[src/rtl/prng_mmio_pkg.sv]
`timescale 1ns/1ps
`default_nettype none
// ============================================================================
//  Module   : prng_mmio_pkg
//  Purpose  : Register offsets, FSM encodings and CTRL status layout shared
//             by the PRNG MMIO peripheral.
//  Revision : 1.0 - initial release
// ============================================================================
package prng_mmio_pkg;

    localparam logic [1:0] c_reg_data    = 2'd0;
    localparam logic [1:0] c_reg_bounded = 2'd1;
    localparam logic [1:0] c_reg_limit   = 2'd2;
    localparam logic [1:0] c_reg_ctrl    = 2'd3;

    localparam int c_ctrl_seeding_bit = 8;
    localparam int c_ctrl_level_lsb   = 0;
    localparam int c_ctrl_level_w     = 4;

    typedef enum logic [1:0] {
        S_IDLE  = 2'd0,
        S_PULSE = 2'd1,
        S_HOLD  = 2'd2,
        S_WAIT  = 2'd3
    } seed_state_t;

    typedef enum logic [1:0] {
        B_IDLE = 2'd0,
        B_POP  = 2'd1,
        B_MUL  = 2'd2,
        B_DONE = 2'd3
    } bus_state_t;

endpackage
`default_nettype wire

[src/rtl/prng_mmio_fifo.sv]
`timescale 1ns/1ps
`default_nettype none
// ============================================================================
//  Module   : prng_fifo
//  Purpose  : DEPTH x 32 synchronous FIFO with push, pop, flush and level.
//  Revision : 1.0 - initial release
// ============================================================================
module prng_fifo #(
    parameter int DEPTH = 4,
    parameter int LW    = 3
) (
    input  logic          clk,
    input  logic          rst,
    input  logic          push,
    input  logic [31:0]   push_data,
    input  logic          pop,
    output logic [31:0]   pop_data,
    input  logic          flush,
    output logic [LW-1:0] level,
    output logic          full,
    output logic          empty
);
    localparam int c_aw = (DEPTH > 1) ? $clog2(DEPTH) : 1;

    logic [31:0]     r_mem [DEPTH];
    logic [c_aw-1:0] r_wr_ptr;
    logic [c_aw-1:0] r_rd_ptr;
    logic [LW-1:0]   r_level;
    logic            w_do_push;
    logic            w_do_pop;

    assign full      = (r_level == LW'(DEPTH));
    assign empty     = (r_level == '0);
    assign level     = r_level;
    assign pop_data  = r_mem[r_rd_ptr];
    assign w_do_push = push && !full;
    assign w_do_pop  = pop && !empty;

    // Power-of-two depth lets the pointers wrap by natural overflow
    always_ff @(posedge clk or posedge rst) begin
        if (rst) begin
            r_wr_ptr <= '0;
            r_rd_ptr <= '0;
            r_level  <= '0;
        end else if (flush) begin
            r_wr_ptr <= '0;
            r_rd_ptr <= '0;
            r_level  <= '0;
        end else begin
            if (w_do_push) r_wr_ptr <= r_wr_ptr + c_aw'(1);
            if (w_do_pop)  r_rd_ptr <= r_rd_ptr + c_aw'(1);
            if (w_do_push && !w_do_pop)      r_level <= r_level + LW'(1);
            else if (!w_do_push && w_do_pop) r_level <= r_level - LW'(1);
        end
    end

    always_ff @(posedge clk) begin
        if (w_do_push && !flush) r_mem[r_wr_ptr] <= push_data;
    end

endmodule
`default_nettype wire

[src/rtl/prng_mmio.sv]
`timescale 1ns/1ps
`default_nettype none
// ============================================================================
//  Module   : prng_mmio
//  Purpose  : CPU-facing MMIO front end for a Mersenne Twister stream:
//             word buffering, raw/bounded reads and reseed sequencing.
//  Revision : 1.0 - initial release
// ============================================================================
module prng_mmio
    import prng_mmio_pkg::*;
#(
    parameter int DEPTH = 4,
    parameter int LW    = 3
) (
    input  logic        clk,
    input  logic        rst,
    input  logic        bus_cs,
    input  logic        bus_we,
    input  logic [1:0]  bus_addr,
    input  logic [31:0] bus_wdata,
    output logic [31:0] bus_rdata,
    output logic        bus_ready,
    input  logic [31:0] prng_tdata,
    input  logic        prng_tvalid,
    output logic        prng_tready,
    input  logic        prng_busy,
    output logic [31:0] seed_val,
    output logic        seed_start
);
    seed_state_t   r_seed_state, w_seed_next;
    bus_state_t    r_bus_state,  w_bus_next;

    logic [31:0]   r_limit;
    logic [31:0]   r_seed_val;
    logic [31:0]   r_rdata;
    logic          r_tready;
    logic          r_bounded;
    logic [63:0]   r_acc;
    logic [63:0]   r_mcand;
    logic [31:0]   r_mplier;
    logic [4:0]    r_cnt;

    logic          w_push, w_pop, w_flush, w_full, w_empty;
    logic [31:0]   w_fifo_data;
    logic [LW-1:0] w_level, w_level_next;
    logic          w_ctrl_wr, w_limit_wr, w_pop_bounded, w_rdata_en, w_mul_start;
    logic [31:0]   w_rdata_val;
    logic [31:0]   w_status;
    logic [63:0]   w_acc_sum;
    logic          w_seeding;

    assign w_seeding   = (r_seed_state != S_IDLE);
    assign w_flush     = w_ctrl_wr;
    // Beats arriving while seeding are consumed and dropped, never buffered
    assign w_push      = prng_tvalid && r_tready && !w_seeding;
    assign w_acc_sum   = r_acc + (r_mplier[0] ? r_mcand : 64'd0);

    assign bus_rdata   = r_rdata;
    assign bus_ready   = (r_bus_state == B_DONE);
    assign prng_tready = r_tready;
    assign seed_val    = r_seed_val;
    assign seed_start  = (r_seed_state == S_PULSE);

    prng_fifo #(
        .DEPTH (DEPTH),
        .LW    (LW)
    ) u_fifo (
        .clk       (clk),
        .rst       (rst),
        .push      (w_push),
        .push_data (prng_tdata),
        .pop       (w_pop),
        .pop_data  (w_fifo_data),
        .flush     (w_flush),
        .level     (w_level),
        .full      (w_full),
        .empty     (w_empty)
    );

    always_comb begin
        w_status = '0;
        w_status[c_ctrl_seeding_bit] = w_seeding;
        w_status[c_ctrl_level_lsb +: c_ctrl_level_w] = c_ctrl_level_w'(w_level);
    end

    // Bus FSM: one access at a time, completion signalled from B_DONE
    always_comb begin
        w_bus_next    = r_bus_state;
        w_pop         = 1'b0;
        w_ctrl_wr     = 1'b0;
        w_limit_wr    = 1'b0;
        w_pop_bounded = r_bounded;
        w_rdata_en    = 1'b0;
        w_rdata_val   = r_rdata;
        w_mul_start   = 1'b0;
        case (r_bus_state)
            B_IDLE: begin
                if (bus_cs) begin
                    w_pop_bounded = (bus_addr == c_reg_bounded);
                    if (bus_we) begin
                        w_ctrl_wr  = (bus_addr == c_reg_ctrl);
                        w_limit_wr = (bus_addr == c_reg_limit);
                        w_bus_next = B_DONE;
                    end else if (bus_addr == c_reg_data || bus_addr == c_reg_bounded) begin
                        w_pop      = !w_empty;
                        w_bus_next = B_POP;
                    end else begin
                        w_rdata_en  = 1'b1;
                        w_rdata_val = (bus_addr == c_reg_limit) ? r_limit : w_status;
                        w_bus_next  = B_DONE;
                    end
                end
            end
            B_POP: begin
                w_pop = !w_empty;
            end
            B_MUL: begin
                if (r_cnt == 5'd31) begin
                    w_rdata_en  = 1'b1;
                    w_rdata_val = w_acc_sum[63:32];
                    w_bus_next  = B_DONE;
                end
            end
            B_DONE: begin
                w_bus_next = B_IDLE;
            end
            default: begin
                w_bus_next = B_IDLE;
            end
        endcase
        if (w_pop) begin
            if (w_pop_bounded) begin
                w_mul_start = 1'b1;
                w_bus_next  = B_MUL;
            end else begin
                w_rdata_en  = 1'b1;
                w_rdata_val = w_fifo_data;
                w_bus_next  = B_DONE;
            end
        end
    end

    // Seed FSM: S_HOLD absorbs the one-cycle lag of the registered busy flag
    always_comb begin
        w_seed_next = r_seed_state;
        case (r_seed_state)
            S_IDLE:  w_seed_next = S_IDLE;
            S_PULSE: w_seed_next = S_HOLD;
            S_HOLD:  w_seed_next = S_WAIT;
            S_WAIT:  if (!prng_busy) w_seed_next = S_IDLE;
            default: w_seed_next = S_IDLE;
        endcase
        if (w_ctrl_wr) w_seed_next = S_PULSE;
    end

    always_comb begin
        w_level_next = w_level;
        if (w_flush)              w_level_next = '0;
        else if (w_push && !w_pop) w_level_next = w_level + LW'(1);
        else if (!w_push && w_pop) w_level_next = w_level - LW'(1);
    end

    always_ff @(posedge clk or posedge rst) begin
        if (rst) begin
            r_seed_state <= S_IDLE;
            r_bus_state  <= B_IDLE;
            r_limit      <= '0;
            r_seed_val   <= '0;
            r_rdata      <= '0;
            r_tready     <= 1'b0;
            r_bounded    <= 1'b0;
            r_acc        <= '0;
            r_mcand      <= '0;
            r_mplier     <= '0;
            r_cnt        <= '0;
        end else begin
            r_seed_state <= w_seed_next;
            r_bus_state  <= w_bus_next;
            // Registered ready looks one cycle ahead so a full FIFO never sees a beat
            r_tready     <= (w_seed_next != S_IDLE) || (w_level_next != LW'(DEPTH));
            if (w_ctrl_wr)  r_seed_val <= bus_wdata;
            if (w_limit_wr) r_limit    <= bus_wdata;
            if (w_rdata_en) r_rdata    <= w_rdata_val;
            if (r_bus_state == B_IDLE && bus_cs) r_bounded <= (bus_addr == c_reg_bounded);
            if (w_mul_start) begin
                r_acc    <= '0;
                r_mcand  <= {32'b0, w_fifo_data};
                r_mplier <= r_limit;
                r_cnt    <= '0;
            end else if (r_bus_state == B_MUL) begin
                r_acc    <= w_acc_sum;
                r_mcand  <= r_mcand << 1;
                r_mplier <= r_mplier >> 1;
                r_cnt    <= r_cnt + 5'd1;
            end
        end
    end

endmodule
`default_nettype wire

[config.mk]
export PLATFORM = sky130hd
export DESIGN_NAME = prng_mmio
export DESIGN_NICKNAME = d
export VERILOG_FILES = /design/src/rtl/prng_mmio_pkg.sv /design/src/rtl/prng_mmio_fifo.sv /design/src/rtl/prng_mmio.sv
export SDC_FILE = /design/constraint.sdc
export NUM_CORES = 1
export LEC_CHECK = 0
export ABC_AREA = 1
export CELL_PAD_IN_SITES_DETAIL_PLACEMENT = 1
export CELL_PAD_IN_SITES_GLOBAL_PLACEMENT = 1
export CORE_MARGIN = 4
export CORE_UTILIZATION = 45
export DETAILED_ROUTE_END_ITERATION = 10
export GPL_TIMING_DRIVEN = 0
export PLACE_DENSITY = 0.79
export SYNTH_ARGS = -nofsm -noshare
export SYNTH_HDL_FRONTEND = slang
export SYNTH_HIERARCHICAL = 1
export SYNTH_SLANG_ARGS = --single-unit
[constraint.sdc]
create_clock -name clk -period 9.9 [get_ports clk]
set_clock_uncertainty 0.05 [all_clocks]
set_input_delay 1.485 -clock clk [delete_from_list [all_inputs] [get_ports clk]]
set_output_delay 1.485 -clock clk [all_outputs]
set_load 0.02 [all_outputs]
# Yosys cells after proc, flatten, opt, wreduce, memory -nomap -nowiden
# Memories as Yosys holds them, arrays and structs flattened.
# Index checks and enable logic that the tools add are counted.
# Widths: inputs -> output; s select.
[classes]
addsub = 6
n_mul = 0
div_mod_pow = 0
order_cmp = 0
eq_ne = 14
shifts = 0
mux = 60
bitwise_logic = 0
n_reduce_logical = 32
[ops]
columns = ["cell", "count"]
rows = [
  ["$mux 64", 5],
  ["$mux 32", 9],
  ["$add 64x64->64", 1],
  ["$pmux 32 s2", 1],
  ["$mux 1", 22],
  ["$mux 2", 11],
  ["$mux 3", 6],
  ["$eq 2x2->1 const B", 6],
  ["$logic_and 1x1->1", 10],
  ["$mux 5", 2],
  ["$reduce_bool 2->1", 5],
  ["$logic_not 1->1", 8],
  ["$pmux 2 s4", 1],
  ["$eq 2x1->1 const B", 3],
  ["$logic_not 2->1", 3],
  ["$ne 3x2->1 const B", 2],
  ["$pmux 2 s3", 1],
  ["$add 5x1->5 const B", 1],
  ["$eq 5x5->1 const B", 1],
  ["$add 2x1->2 const B", 2],
  ["$pmux 1 s2", 2],
  ["$reduce_bool 4->1", 1],
  ["$add 3x1->3 const B", 1],
  ["$eq 3x3->1 const B", 1],
  ["6 further kinds", 7],
]
[totals]
register_bits = 274
latchBits = 0
ram_bits = 128
romBits = 0
in_bits = 72
elab_cells = 127
mem_count = 1
[mem_list]
columns = ["memory", "words", "width", "rd", "rd_ports_with_merged_regs", "write_ports", "line", "text"]
rows = [
  ["u_fifo.r_mem", 4, 32, 1, 0, 1, "prng_mmio_fifo.sv:25", "logic [31:0] r_mem [DEPTH];"],
]

# Longest topological paths before layout
# Gate-level depths: netlist of run 1.
[depth]
depth_word = 12
ltp_mapped = 22

# Cells and area by module
# Netlist of run 1, hierarchy kept.
[by_module_without_submodules]
columns = ["mod", "instances", "cells_each", "area_per_inst_um2", "seq_area_each_um2"]
rows = [
  ["prng_mmio", 1, 2778, 18077.3, 6681.4],
  ["prng_fifo", 1, 381, 5267.6, 4018.9],
]

# Worst setup path after synthesis of run 1
# Ideal clock, no wire load.
[synth_path]
kind = "input to register"
from = "input bus_cs"
to = "memory u_fifo.r_mem[0][0] (enable)"
t_arrival_ps = 3454
t_required_ps = 9429
setup_slack_ps = 5975
cell_stages = 8
cell_sequence = "inv_1 > nor2_4 > inv_2 > nor3_2 > inv_1 > buf_2 > nand2_1 > nor2_1"
[synth_via]
elab_chain_cells = 6
[synth_rtl]
columns = ["item", "line", "text"]
rows = [
  ["from (decl)", "prng_mmio.sv:17", "input logic bus_cs,"],
  ["$mux 1", "prng_mmio.sv:98", "if (bus_cs) begin"],
  ["$mux 1", "prng_mmio.sv:96", "case (r_bus_state)"],
  ["named net w_ctrl_wr", "prng_mmio.sv:46", "logic w_ctrl_wr, w_limit_wr, w_pop_bounded, w_rdata_en, w_mul_start;"],
  ["$logic_not 1->1", "prng_mmio_fifo.sv:58", "if (w_do_push && !flush) r_mem[r_wr_ptr] <= push_data;"],
  ["$logic_and 1x1->1", "prng_mmio_fifo.sv:58", ""],
  ["$mux 1", "prng_mmio_fifo.sv:58", ""],
  ["$mux 1 (not written as such)", "prng_mmio_fifo.sv:58", ""],
  ["to (decl)", "prng_mmio_fifo.sv:25", ""],
]
# The timed path passes the listed nets, and every way through them passes these cells.

# Final worst setup path of run 1
[layout_path]
from = "register r_mplier[0]"
to = "register r_rdata[18], in the netlist bus_rdata[18]"
[layout_via]
elab_chain_cells = 6
[layout_rtl]
columns = ["item", "line", "text"]
rows = [
  ["from (decl)", "prng_mmio.sv:40", "logic [31:0] r_mplier;"],
  ["from (signal assigned)", "prng_mmio.sv:188", "r_mplier <= r_limit;"],
  ["from (signal assigned)", "prng_mmio.sv:193", "r_mplier <= r_mplier >> 1;"],
  ["$mux 64 (*)", "prng_mmio.sv:56", "assign w_acc_sum = r_acc + (r_mplier[0] ? r_mcand : 64'd0);"],
  ["$add 64x64->64 (*)", "prng_mmio.sv:56", ""],
  ["$mux 32 (*)", "prng_mmio.sv:118", "if (r_cnt == 5'd31) begin"],
  ["$pmux 32 s2 (*)", "prng_mmio.sv:96", ""],
  ["$mux 32", "prng_mmio.sv:132", "if (w_pop_bounded) begin"],
  ["$mux 32 (*)", "prng_mmio.sv:131", "if (w_pop) begin"],
  ["to (signal assigned)", "prng_mmio.sv:183", "if (w_rdata_en) r_rdata <= w_rdata_val;"],
  ["to (decl)", "prng_mmio.sv:35", "logic [31:0] r_rdata;"],
]
# Every way passes the cells marked *; elsewhere a longest branch is shown, timed or not.
# A chain may end at the register's enable or synchronous reset.

==> results of run 1 <==
## power breakdown
group	total, uW	switching (uW)	internal [uW]	leakage [uW]
registers	2590	374	2210	0.00477
clock network	1870	760	1110	0.000774
logic	3290	2220	1070	0.00857
## tightest hold or removal path, delay by kind of cell (launching register included)
kind	cells	cell delay, ns
DFF	1	0.34
AOI/OAI and AO/OA	1	0.06
and+or+nand+nor	1	0.05
## flip-flops by register name, indices dropped and copies added (netlist names), 3 cells and up
| register | cells |
|---|---|
| u_fifo/r_mem | 128 |
| r_limit | 32 |
| r_acc | 64 |
| seed_val | 32 |
| r_cnt | 5 |
| r_mplier | 32 |
| r_mcand | 64 |
| bus_rdata | 32 |
| u_fifo/level | 3 |
## worst paths after layout
path | from | endpoint | cells past startpoint | slack, ns
setup / recovery | r_mplier[0] | bus_rdata[18] | 17 | 5.97
max in group asynchronous | rst | r_acc[48] | 3 | 7.42
setup reg to reg | r_mplier[0] | bus_rdata[18] | 17 | 5.97
hold reg to reg | r_limit[26] | r_limit[26] | 2 | 0.44
hold / removal | r_limit[26] | r_limit[26] | 2 | 0.44
min in group asynchronous | rst | u_fifo/r_wr_ptr[0] | 2 | 1.23
## routing by layer
metal | vias up | global-route usage, % | part of all wire, % | routed length, um
met5 | - | 0 | 0.015 | 13
met1 | 10900 | 41.7 | 42 | 37400
met3 | 198 | 3.68 | 5.5 | 4870
met4 | 2 | 13.4 | 4.9 | 4350
met2 | 675 | 52.3 | 47 | 41600
li1 | 10400 | - | - | -
## area by class of cell
cell class	instances	area share [%]
flip-flops and latches	402	39.1
multi-input cells	2046	36.0
inverters	598	8.24
repair buffers	144	5.57
clock buffers	55	4.40
well taps	680	3.11
plain buffers	112	2.09
clock inverters	27	1.55
## stage by stage
step | setup TNS, ns | util (%) | hold WS (ns) | std cells | power (uW)
5_1_grt | 0 | 53.4 | 0.459 | 4064 | 8170
3_3_place_gp | -753.95 | 49.8 | 0.419 | 3976 | 5630
4_1_cts | 0 | 53.4 | 0.437 | 4064 | 7740
6_report | 0 | 53.4 | 0.438 | 4064 | 7750
2_1_floorplan | 0 | - | 0.402 | 3158 | 4450
3_5_place_dp | 0 | 50.2 | 0.422 | 3982 | 5810
==> impl_metrics.csv, run 1 <==
group,metric,value,unit
placement,dpl_cell_area,25800,um2
cts,max-clock-path-buffers,3,
setup_path,worst-path-max-fanout,10,
power,power.density,283,nW/um2
setup_path,arrival,4.41,ns
setup_path,cp_slowest_stage_delay,0.59,ns
setup_path,cp-end-kind,"register",
cts,cts_tree,"yes",
global_route,grt_max_degree,119,
setup_path,cp.buffers_inverters,3,
timing,fmax,0.255,GHz
timing,finalSetupViolCount,0,
floorplan,rows,83,
placement,pre_cts_ws,5.78,ns
timing,fin_crit,3.93,ns
final_layout,final_area,27400,um2
cts,clk-insertion-delay-late,0.60,ns
setup_path,critPathTopFamily,"simple AND/OR/NAND/NOR gates",
setup_path,cp.required,10.39,ns
setup_path,cp-start-kind,"register",
cts,root_buffer,"clkbuf_16",
detailed_routing,drt_iter0_markers,1534,
final_layout,multi_input_area,9850,um2
cts,cts_made_buffers,45,
global_route,antenna_found_initial,1,
setup_path,crit_type,"register to register",
placement,port_buffers,138,
final_layout,fin_nets,3495,
floorplan,design.die.area,55600,um2
timing,worstMarginPinSlew,0.993,ns
timing,finalCritPeriodShare,39.7,%
cts,post-cts-setup-buffers,0,
placement,gp_congestion,0.979,
run_status,status,"finished, final reports clean",
setup_path,cp_slowest_cell,"clkbuf_1",
final_layout,fillCellCount,6456,
global_route,grt_pass1_wl,137000,um
global_route,grt-ovfl-total,0,
flow_run,maxCapViolations,0,
cts,cts_sinks,402,
setup_path,cpMostUsedCell,"nand2_1",
floorplan,die_w,236,um
cts,cts_hold_repair.buffers,0,
synth,syn_nets,3304,
global_route,grt_usage,31.4,%
cts,cts.repair.resized,0,
timing,slew-limit-headroom,33.8,%
floorplan,dieHeight,236,um
setup_path,cp_cell_sequence,"clkbuf_1 -> clkbuf_1 -> nand2_1 -> inv_1 -> ha_1 -> nand3_1 -> nor2_1 -> a21oi_1 -> nand2_1 -> nand2_1 -> nand2_1 -> nand2_1 -> nand3_1 -> nand3_1 -> nand2_1 -> nand2_1 -> nand2_1",
detailed_routing,wl_per_cell,21.7,um
timing,finalHoldViolCount,0,
synth,synthCells,3158,
floorplan,design.core.area,51300,um2
power,vdd_drop_max,0.187,mV
final_layout,layout_common_cells,"1081 x nand2_1, 585 x inv_1, 274 x dfrtp_1",
detailed_routing,drc,0,
synth,netlist_area,23300,um2
synth,syn_area_per_cell,7.39,um2
detailed_routing,ant_nets,0,
power,cellLeakagePower,0.0141,uW
detailed_routing,wl,88200,um
floorplan,start_util,45.5,%
placement,dp_hpwl,68200,um
final_layout,seq_area,10700,um2
synth,synth_warnings,6,
cts,clk_pin_slew,0.06,ns
floorplan,io_pins,139,
final_layout,antennaDiodeCount,0,
timing,rsz0062_at_grt,"false",
min_path,hold_path_class,"register to register",
detailed_routing,routed_via_density,5.46,
detailed_routing,drt_first_pass_iters,5,
cts,h-tree-depth,2,
timing,postLayoutSetupSlackWorst,5.97,ns
global_route,grt_pass1_vias,23500,
final_layout,drive_gt1_share,5.02,%
final_layout,synthToLayoutAreaGrowth,17.3,%
detailed_routing,vias,22200,
timing,maxSlewViolCount,0,
final_layout,layout_commonest_cell,"nand2_1",
(Power assumes the default switching activity.)
==> run 2: changes to the inputs <==
Clock period 9.9 ns to 4 ns, I/O delays scaled along.
==> run 2 against run 1 <==
Wire length down 0.26%. Critical path depth unchanged. Clock power increased by 140%. Count of clock-buffer cells in the layout rose by 6. Register-to-register slack worse by 5.7 ns. Final area grew 0.15%. Maximum frequency up 6.7%. Worst setup slack got worse by 5.7 ns. Global-route usage decreased by 0.062 points.
==> impl_metrics.csv, run 2 (synthesis gave the netlist of run 1 again) <==
group,metric,value,unit
floorplan,design.core.area,51300,um2
global_route,grt_pass1_wl,136000,um
cts,clk-insertion-delay-late,0.64,ns
timing,finalSetupViolCount,0,
final_layout,seq_area,10700,um2
timing,rsz0062_at_grt,"false",
flow_run,maxCapViolations,0,
placement,dp_hpwl,68800,um
timing,worstMarginPinSlew,0.969,ns
cts,cts_hold_repair.buffers,0,
detailed_routing,drc,0,
final_layout,regMostFlops,"u_fifo/r_mem",
final_layout,final_core_util,53.5,%
power,power,19000,uW
detailed_routing,routed_via_density,5.45,
min_path,hold_path_class,"input pin to asynchronous set/reset pin",
final_layout,layout_common_cells,"1081 x nand2_1, 585 x inv_1, 274 x dfrtp_1",
run_status,status,"finished, final reports clean",
placement,pre_cts_ws,0.160,ns
global_route,grt_pass1_vias,23800,
cts,post-cts-setup-buffers,0,
setup_path,cp.required,4.49,ns
cts,clk_pin_slew,0.06,ns
placement,port_buffers,138,
global_route,grt_max_degree,43,
final_layout,largest_registers,"u_fifo/r_mem x128, r_acc x64, r_mcand x64",
cts,cts_made_buffers,46,
setup_path,arrival,4.18,ns
timing,setup_tns,0,ns
timing,maxSlewViolCount,0,
cts,cts.repair.resized,0,
global_route,antenna_found_initial,1,
floorplan,die_w,236,um
cts,root_buffer,"clkbuf_16",
placement,gp_congestion,0.958,
detailed_routing,wl,88000,um
final_layout,multi_input_area,9850,um2
detailed_routing,drt_iter0_markers,1419,
power,vdd_drop_max,0.473,mV
final_layout,layout_commonest_cell,"nand2_1",
detailed_routing,ant_nets,0,
floorplan,start_util,45.5,%
timing,finalCritPeriodShare,92.1,%
detailed_routing,drt_first_pass_iters,5,
timing,postLayoutSetupSlackWorst,0.318,ns
cts,max-clock-path-buffers,3,
power,power.density,695,nW/um2
global_route,grt-ovfl-total,0,
floorplan,rows,83,
timing,slew-limit-headroom,35.4,%
setup_path,cp-start-kind,"register",
cts,h-tree-depth,2,
floorplan,design.die.area,55600,um2
cts,cts_tree,"yes",
timing,fmax,0.272,GHz
setup_path,worst-path-max-fanout,11,
setup_path,cp-end-kind,"register",
final_layout,fillCellCount,6476,
floorplan,io_pins,139,
cts,cts_sinks,402,
timing,fin_crit,3.68,ns
global_route,grt_usage,31.3,%
final_layout,drive_gt1_share,5.05,%
detailed_routing,vias,22200,
final_layout,synthToLayoutAreaGrowth,17.5,%
final_layout,fin_nets,3500,
floorplan,dieHeight,236,um
setup_path,crit_type,"register to register",
detailed_routing,wl_per_cell,21.6,um
timing,finalHoldViolCount,0,
final_layout,antennaDiodeCount,0,
power,cellLeakagePower,0.0141,uW
timing,fin_hold_ws,0.238,ns
final_layout,largest_register_ffs,128,
run 2: stage by stage:
stage | cell area, um2 | cells
after floorplan | 23300 | 3158
after CTS | 27400 | 4070
after global routing | 27400 | 4069
final | 27400 | 4069
after detailed placement | 25800 | 3987
after global placement | 25600 | 3976
run 2: final timing paths:
kind,startpoint,endpoint,slack [ns],cells past startpoint
max,r_mplier[0],bus_rdata[14],0.32,17
min,rst,u_fifo/r_wr_ptr[0],0.24,2
max reg2reg,r_mplier[0],bus_rdata[14],0.32,17
min reg2reg,r_acc[46],r_acc[46],0.44,2
max in group asynchronous,rst,r_acc[50],2.44,4
min in group clk,r_acc[46],r_acc[46],0.44,2
run 2: area by class of cell:
type                    count  area share, %
plain buffers             111           2.08
clock buffers              61           4.59
clock inverters            22           1.25
inverters                 598           8.22
multi-input cells        2046           35.9
flip-flops and latches    402           39.0
well taps                 680           3.10
repair buffers            149           5.84
run 2: per-layer routing:
| metal | global-route usage, % | part of all wire, % |
|---|---|---|
| met1 | 41.0 | 42 |
| met4 | 11.9 | 4.4 |
| met3 | 4.77 | 6.0 |
| met5 | 0 | 0 |
| met2 | 52.8 | 48 |
run 2: power breakdown:
group          internal, uW  switching (uW)
Sequential             5470             929
Clock                  2630            1870
Combinational          2670            5480
Total                 10800            8280
run 2: critical path: stages (launching register included):
cell      delay, ns
dfrtp_1        0.74
clkbuf_1       0.40
nand2_1        0.11
inv_1          0.13
ha_1           0.22
nand2_1        0.12
nor2_1         0.20
nand2_1        0.10
o21bai_1       0.16
nand2_1        0.20
nand2_1        0.11
nand2_1        0.28
nand2_1        0.12
nand3_1        0.11
nand3_1        0.31
nand2_1        0.15
nand2_1        0.07
nand2_1        0.05
==> run 3: changes to the inputs <==
Settings changed: TNS_END_PERCENT set to 50.
==> results of run 3 <==
No change in the layout: final DEF, timing and power equal those of run 2.
